### src/rtl/enc_pkg.sv
// Shared definitions for the RS encoder datapath: phase encoding and default code geometry.
package enc_pkg;

  // Default code geometry: RS(255,223) with four symbols per beat.
  localparam int ENC_SYM_NUM = 4;
  localparam int RS_COD_LEN  = 255;
  localparam int RS_MSG_LEN  = 223;

  // Sequencer phase. Values are fixed so downstream logic can decode them directly.
  typedef enum logic [1:0] {
    CON_IDL = 2'd0,
    CON_STA = 2'd1,
    CON_WOR = 2'd2,
    CON_DRN = 2'd3
  } CON_PHASE;

endpackage

### src/rtl/enc_lane_pos.sv
// Per-lane codeword position decode: given lane-0 position and the latched n/k,
// produces SOP/EOP/parity masks and the position of lane 0 for the following beat.
module enc_lane_pos
  import enc_pkg::*;
#(
  parameter int SYM_NUM = ENC_SYM_NUM,
  parameter int POS_W   = 8
) (
  input  logic [POS_W-1:0]   pos,
  input  logic [POS_W-1:0]   cod_len,
  input  logic [POS_W-1:0]   msg_len,
  output logic [SYM_NUM-1:0] sop,
  output logic [SYM_NUM-1:0] eop,
  output logic [SYM_NUM-1:0] par,
  output logic [POS_W-1:0]   pos_nxt
);

  // One extra bit so pos + lane offset never truncates before the wrap compare.
  logic [POS_W:0] n_ext;
  logic [POS_W:0] k_ext;
  logic [POS_W:0] last_pos;
  logic [POS_W:0] nxt_sum;

  assign n_ext    = {1'b0, cod_len};
  assign k_ext    = {1'b0, msg_len};
  assign last_pos = n_ext - (POS_W+1)'(1);
  assign nxt_sum  = {1'b0, pos} + (POS_W+1)'(SYM_NUM);

  // SYM_NUM <= n guarantees at most one wrap per beat, so a single subtract suffices.
  assign pos_nxt = POS_W'((nxt_sum >= n_ext) ? nxt_sum - n_ext : nxt_sum);

  for (genvar j = 0; j < SYM_NUM; j++) begin : g_lane
    logic [POS_W:0] lane_sum;
    logic [POS_W:0] lane_p;

    assign lane_sum = {1'b0, pos} + (POS_W+1)'(j);
    assign lane_p   = (lane_sum >= n_ext) ? lane_sum - n_ext : lane_sum;
    assign sop[j]   = (lane_p == '0);
    assign eop[j]   = (lane_p == last_pos);
    assign par[j]   = (lane_p >= k_ext);
  end

endmodule

### src/rtl/enc_sequencer.sv
// Codeword sequencer for the RS encoder: tracks symbol position across multi-lane beats,
// runs a start/work/drain phase FSM and emits per-lane steering masks.
module enc_sequencer
  import enc_pkg::*;
#(
  parameter int SYM_NUM     = ENC_SYM_NUM,
  parameter int COD_LEN_MAX = RS_COD_LEN,
  parameter int POS_W       = $clog2(COD_LEN_MAX + 1)
) (
  input  logic               clk,
  input  logic               rst,
  input  logic               start,
  input  logic               stop,
  input  logic [POS_W-1:0]   cfg_cod_len,
  input  logic [POS_W-1:0]   cfg_msg_len,
  output logic               cfg_err,
  input  logic               in_valid,
  output logic               in_ready,
  output CON_PHASE           phase,
  output logic [POS_W-1:0]   pos,
  output logic [SYM_NUM-1:0] lane_vld,
  output logic [SYM_NUM-1:0] lane_sop,
  output logic [SYM_NUM-1:0] lane_eop,
  output logic [SYM_NUM-1:0] lane_par,
  output logic               cw_done
);

  CON_PHASE         phase_q, phase_d;
  logic [POS_W-1:0] pos_q, pos_d;
  logic [POS_W-1:0] n_q, n_d;
  logic [POS_W-1:0] k_q, k_d;
  logic             cfg_err_q, cfg_err_d;
  logic             cw_done_q, cw_done_d;

  logic [SYM_NUM-1:0] raw_sop;
  logic [SYM_NUM-1:0] raw_eop;
  logic [SYM_NUM-1:0] raw_par;
  logic [POS_W-1:0]   pos_nxt;
  logic               fire;
  logic               eop_any;
  logic               eop_seen;
  logic               cfg_ok;
  logic [POS_W:0]     n_in;
  logic [POS_W:0]     k_in;

  enc_lane_pos #(
    .SYM_NUM (SYM_NUM),
    .POS_W   (POS_W)
  ) u_lane_pos (
    .pos     (pos_q),
    .cod_len (n_q),
    .msg_len (k_q),
    .sop     (raw_sop),
    .eop     (raw_eop),
    .par     (raw_par),
    .pos_nxt (pos_nxt)
  );

  assign in_ready = (phase_q == CON_WOR) || (phase_q == CON_DRN);
  assign fire     = in_valid & in_ready;
  assign eop_any  = |raw_eop;

  assign phase   = phase_q;
  assign pos     = pos_q;
  assign cfg_err = cfg_err_q;
  assign cw_done = cw_done_q;

  // Widened so an out-of-range length cannot alias into a legal one.
  assign n_in = {1'b0, cfg_cod_len};
  assign k_in = {1'b0, cfg_msg_len};

  // Accept a configuration only if at least one full beat fits and k leaves room for parity.
  always_comb begin
    cfg_ok = (n_in >= (POS_W+1)'(SYM_NUM)) &&
             (n_in <= (POS_W+1)'(COD_LEN_MAX)) &&
             (k_in != '0) &&
             (k_in < n_in);
  end

  // Lane masks; while draining, lanes beyond the first EOP belong to no codeword.
  always_comb begin
    lane_sop = '0;
    lane_eop = '0;
    lane_par = '0;
    lane_vld = '0;
    eop_seen = 1'b0;
    if (in_ready) begin
      lane_sop = raw_sop;
      lane_eop = raw_eop;
      lane_par = raw_par;
      for (int j = 0; j < SYM_NUM; j++) begin
        lane_vld[j] = !((phase_q == CON_DRN) && eop_seen);
        eop_seen    = eop_seen | raw_eop[j];
      end
    end
  end

  // Phase FSM and position advance; nothing moves on a stalled beat.
  always_comb begin
    phase_d   = phase_q;
    pos_d     = pos_q;
    n_d       = n_q;
    k_d       = k_q;
    cfg_err_d = 1'b0;
    cw_done_d = fire & eop_any;
    case (phase_q)
      CON_IDL: begin
        if (start) begin
          if (cfg_ok) begin
            phase_d = CON_STA;
            n_d     = cfg_cod_len;
            k_d     = cfg_msg_len;
            pos_d   = '0;
          end else begin
            cfg_err_d = 1'b1;
          end
        end
      end
      CON_STA: begin
        phase_d = CON_WOR;
      end
      CON_WOR: begin
        if (fire) begin
          pos_d = pos_nxt;
        end
        if (stop) begin
          if (fire && eop_any) begin
            phase_d = CON_IDL;
            pos_d   = '0;
          end else begin
            phase_d = CON_DRN;
          end
        end
      end
      CON_DRN: begin
        if (fire) begin
          if (eop_any) begin
            phase_d = CON_IDL;
            pos_d   = '0;
          end else begin
            pos_d = pos_nxt;
          end
        end
      end
      default: begin
        phase_d = CON_IDL;
        pos_d   = '0;
      end
    endcase
  end

  // State registers; reset abandons any partial codeword immediately.
  always_ff @(posedge clk or posedge rst) begin
    if (rst) begin
      phase_q   <= CON_IDL;
      pos_q     <= '0;
      n_q       <= '0;
      k_q       <= '0;
      cfg_err_q <= 1'b0;
      cw_done_q <= 1'b0;
    end else begin
      phase_q   <= phase_d;
      pos_q     <= pos_d;
      n_q       <= n_d;
      k_q       <= k_d;
      cfg_err_q <= cfg_err_d;
      cw_done_q <= cw_done_d;
    end
  end

endmodule

### config.mk
export PLATFORM = sky130hd
export DESIGN_NAME = enc_sequencer
export DESIGN_NICKNAME = d
export VERILOG_FILES = /design/src/rtl/enc_pkg.sv /design/src/rtl/enc_lane_pos.sv /design/src/rtl/enc_sequencer.sv
export SDC_FILE = /design/constraint.sdc
export NUM_CORES = 1
export LEC_CHECK = 0
export CELL_PAD_IN_SITES_DETAIL_PLACEMENT = 0
export CELL_PAD_IN_SITES_GLOBAL_PLACEMENT = 1
export CORE_ASPECT_RATIO = 0.5
export CORE_MARGIN = 3
export CORE_UTILIZATION = 45
export CTS_CLUSTER_SIZE = 25
export DETAILED_ROUTE_END_ITERATION = 12
export GPL_TIMING_DRIVEN = 0
export PLACE_DENSITY = 0.93
export SLEW_MARGIN = 10
export SYNTH_ARGS = -nofsm -noshare
export SYNTH_HDL_FRONTEND = slang
export SYNTH_HIERARCHICAL = 1
export SYNTH_SLANG_ARGS = --single-unit
export TNS_END_PERCENT = 5
### constraint.sdc
create_clock -name clk -period 13 [get_ports clk]
set_clock_uncertainty 0.05 [all_clocks]
set_input_delay 2.6 -clock clk [delete_from_list [all_inputs] [get_ports clk]]
set_output_delay 2.6 -clock clk [all_outputs]
set_load 0.05 [all_outputs]
==> reports/results.tsv <==
stage	metric	value	unit
critical_path	Bufs and invs on worst path	3	
critical_path	internal reg-to-reg setup slack	7170	ps
synthesis	dominant cell type by area after synthesis	ha_1	
critical_path	CP max stage delay	690	ps
run_status	run status	finished, final reports clean	
sta	fin crit share	69.3	%
sta	max-slew violation count	0	
critical_path	Largest delay share family, worst path	compound AO/OA/AOI/OAI gates	
sta	Fmax achieved	111	MHz
critical_path	Worst setup EP type	output pin	
critical_path	Worst Path Required	10350	ps
critical_path	FF-to-FF End	pos[1]	
cells_and_area	Antenna diodes	0	
routing	vias per cell	6.07	
global_routing	antenna violations before repair	0	
critical_path	WP data arrival	6360	ps
critical_path	CP Class	reg2out	
die	row count	28	
routing	Final ANT Viol Nets	0	
die	Initial Util	47.8	%
sta	setup_tns	0	ps
critical_path	Startpoint Class	register	
synthesis	register area share after synthesis	12.0	%
sta	Final min period	9010	ps
synthesis	Yosys cell types	83	
flow_run	maxcap violations	0	
clocking	CTS Buf Count	3	
clocking	clock transition at the registers of the reported paths	70	ps
clocking	post-cts resize count	0	
global_routing	GRT Residual Overflow	0	
clocking	Max clock buf depth	2	
sta	final setup vio count	0	
cells_and_area	Fillers	1141	
sta	slew margin rel.	29.0	%
critical_path	critical-path cell list	inv_1, ha_1, a21oi_1, nor2_1, xor2_1, ha_1, nand4_1, nor2_1, a2111oi_0, o21a_1, buf_4, mux2i_1, ha_1, nand2b_1, a21o_1, a21o_1, a21oi_1, nor2b_1, o21ai_0, a21oi_1, or3_1, and2_1, clkdlybuf4s50_1	
synthesis	Synth Register Bits	28	
synthesis	Post-Syn Instances	696	
routing	via count	5549	
cells_and_area	# nets final	856	
critical_path	CP endpoint	lane_par[3]	
die	die height	86.6	um
global_routing	vias in the first global route	5318	
placement	GPL Wtd Cong	0.936	
critical_path	largest fanout on the critical path	11	
synthesis	ranking of synthesized cells by area	ha_1 17%, dfrtp_1 12%, xnor2_1 6.9%	
routing	WL final	17300	um
synthesis	Synth Cell Area	5840	um2
cells_and_area	synth-to-layout area growth	13.7	%
synthesis	Ys Warns	6	
sta	RSZ-0062 raised after global routing	false	
cells_and_area	fin cells	914	
placement	placed insts	910	
clocking	TritonCTS Sinks	28	
routing	Pre-antenna DRT Iters	5	
synthesis	top cell type's share of synthesized area	17.4	%
critical_path	Crit path depth	23	
die	io pins	50	
die	core footprint	12200	um2
cells_and_area	share of layout cells above drive strength 1	11.2	%
routing	DRC	0	
routing	WL per Instance	18.9	um
critical_path	R2R cell count	20	
critical_path	reg2reg start	pos[1]	
synthesis	EDFF count, synth	0	
clocking	CTS tree	yes	
synthesis	syn nets	802	
sta	worst-margin pin slew	1060	ps
routing	Detailed Route Iter0 Violations	470	
sta	Final Hold Fails	0	
global_routing	largest net degree at the start of global routing	29	
synthesis	Mapped Avg Cell Area	8.39	um2
synthesis	ys flop type	dfrtp_1	
clocking	# hold bufs at CTS	0	
die	die footprint	14500	um2
clocking	post-CTS setup buffers	0	
clocking	H-tree levels	1	
global_routing	Total Routing Usage GR	23.9	%
placement	port bufs	49	
global_routing	global-route wire length before repair	28300	um
placement	post-DP HPWL	13900	um
critical_path	slowest CP cell	clkdlybuf4s50_1	
clocking	CTS Root Cell	clkbuf_16	
critical_path	Critical Path Source	pos[1]	
clocking	worst skew pair latency	260	ps
worst_hold_path	min-delay worst type	reg2reg	
die	Die Width	167	um
synthesis	async set-or-reset flop fraction in the synthesized netlist	100	%
-- Yosys cell counts (7+ instances only) --
library cell,n
mux2_4,9
nor2b_1,14
nand3_1,12
nor2_1,43
xnor2_1,46
or3_1,7
nor4_1,9
xor2_1,27
a21o_1,15
nor3_1,18
clkbuf_1,10
dfrtp_1,28
o21ai_0,34
a21oi_1,39
and2_1,18
nand4_1,11
mux2_2,24
or4_1,10
o21a_1,14
mux2i_1,10
nand2_1,34
nand2b_1,9
ha_1,81
inv_1,46
-- layout make-up --
cell class	instances	area, um2	share of cell area [%]
Multi-Input combinational cell	596	4810	72.4
Sequential cell	28	701	10.5
Timing Repair Buffer	49	490	7.38
Tap cell	165	206	3.11
Inverter	47	176	2.66
Buffer	25	156	2.35
Clock buffer	3	75.1	1.13
Clock inverter	1	30.0	0.452
-- per-stage QoR --
stage / util [%] / hold WS (ps) / cell area, um2 / setup slack (ps)
final: 54.3 / 466 / 6640 / 3990
after global placement: 53.5 / 428 / 6540 / 4390
after global routing: 54.3 / 488 / 6640 / 3560
after floorplan: - / 414 / 5840 / 5350
after detailed placement: 53.5 / 453 / 6540 / 4410
after CTS: 54.3 / 470 / 6640 / 4070
-- worst min-delay path by stage --
stage,from,endpoint,slack [ps],cells past startpoint
after floorplan,k_q[5],k_q[5],410,1
after global routing,k_q[6],k_q[6],490,1
final,k_q[4],k_q[4],470,1
after global placement,k_q[5],k_q[5],430,1
after CTS,k_q[4],k_q[4],470,1
after detailed placement,k_q[3],k_q[3],450,1
-- registers in the layout, summed over array words and instances, names as in the netlist --
register,cells
pos,8
phase,2
cw_done,1
k_q,8
cfg_err,1
n_q,8
-- layout by cell type (no fill, tap or decap), types with 24 or more instances in the layout --
master and count:
a21oi_1 39, clkdlybuf4s50_1 49, dfrtp_1 28, ha_1 81, inv_1 46, mux2_2 24
nand2_1 34, nor2_1 43, o21ai_0 34, xnor2_1 46, xor2_1 27
-- kinds of logic (layout without fill, tap and decap cells) --
group / Yosys count / in the layout / synth area share [%]
xor gates and xnor gates: 74 / 74 / 11.2
AOI/OAI and AO/OA: 173 / 173 / 21.6
and+or+nand+nor: 219 / 219 / 21.5
muxes: 45 / 45 / 9.23
adders and majority gates: 85 / 85 / 18.7
buffers and inverters: 72 / 125 / 5.70
DFF: 28 / 28 / 12.0
-- metal layers --
| layer | track usage, % | vias up | share of wire [%] |
|---|---|---|---|
| met1 | 35.7 | 2650 | 49 |
| met3 | 1.46 | 19 | 7.0 |
| met4 | 5.39 | 0 | 1.4 |
| li1 | - | 2672 | - |
| met2 | 38.0 | 208 | 43 |
| met5 | 0 | - | 0 |
Power is not shown: default switching activity piles up to over one toggle a cycle in this logic, so the estimate is an artifact.
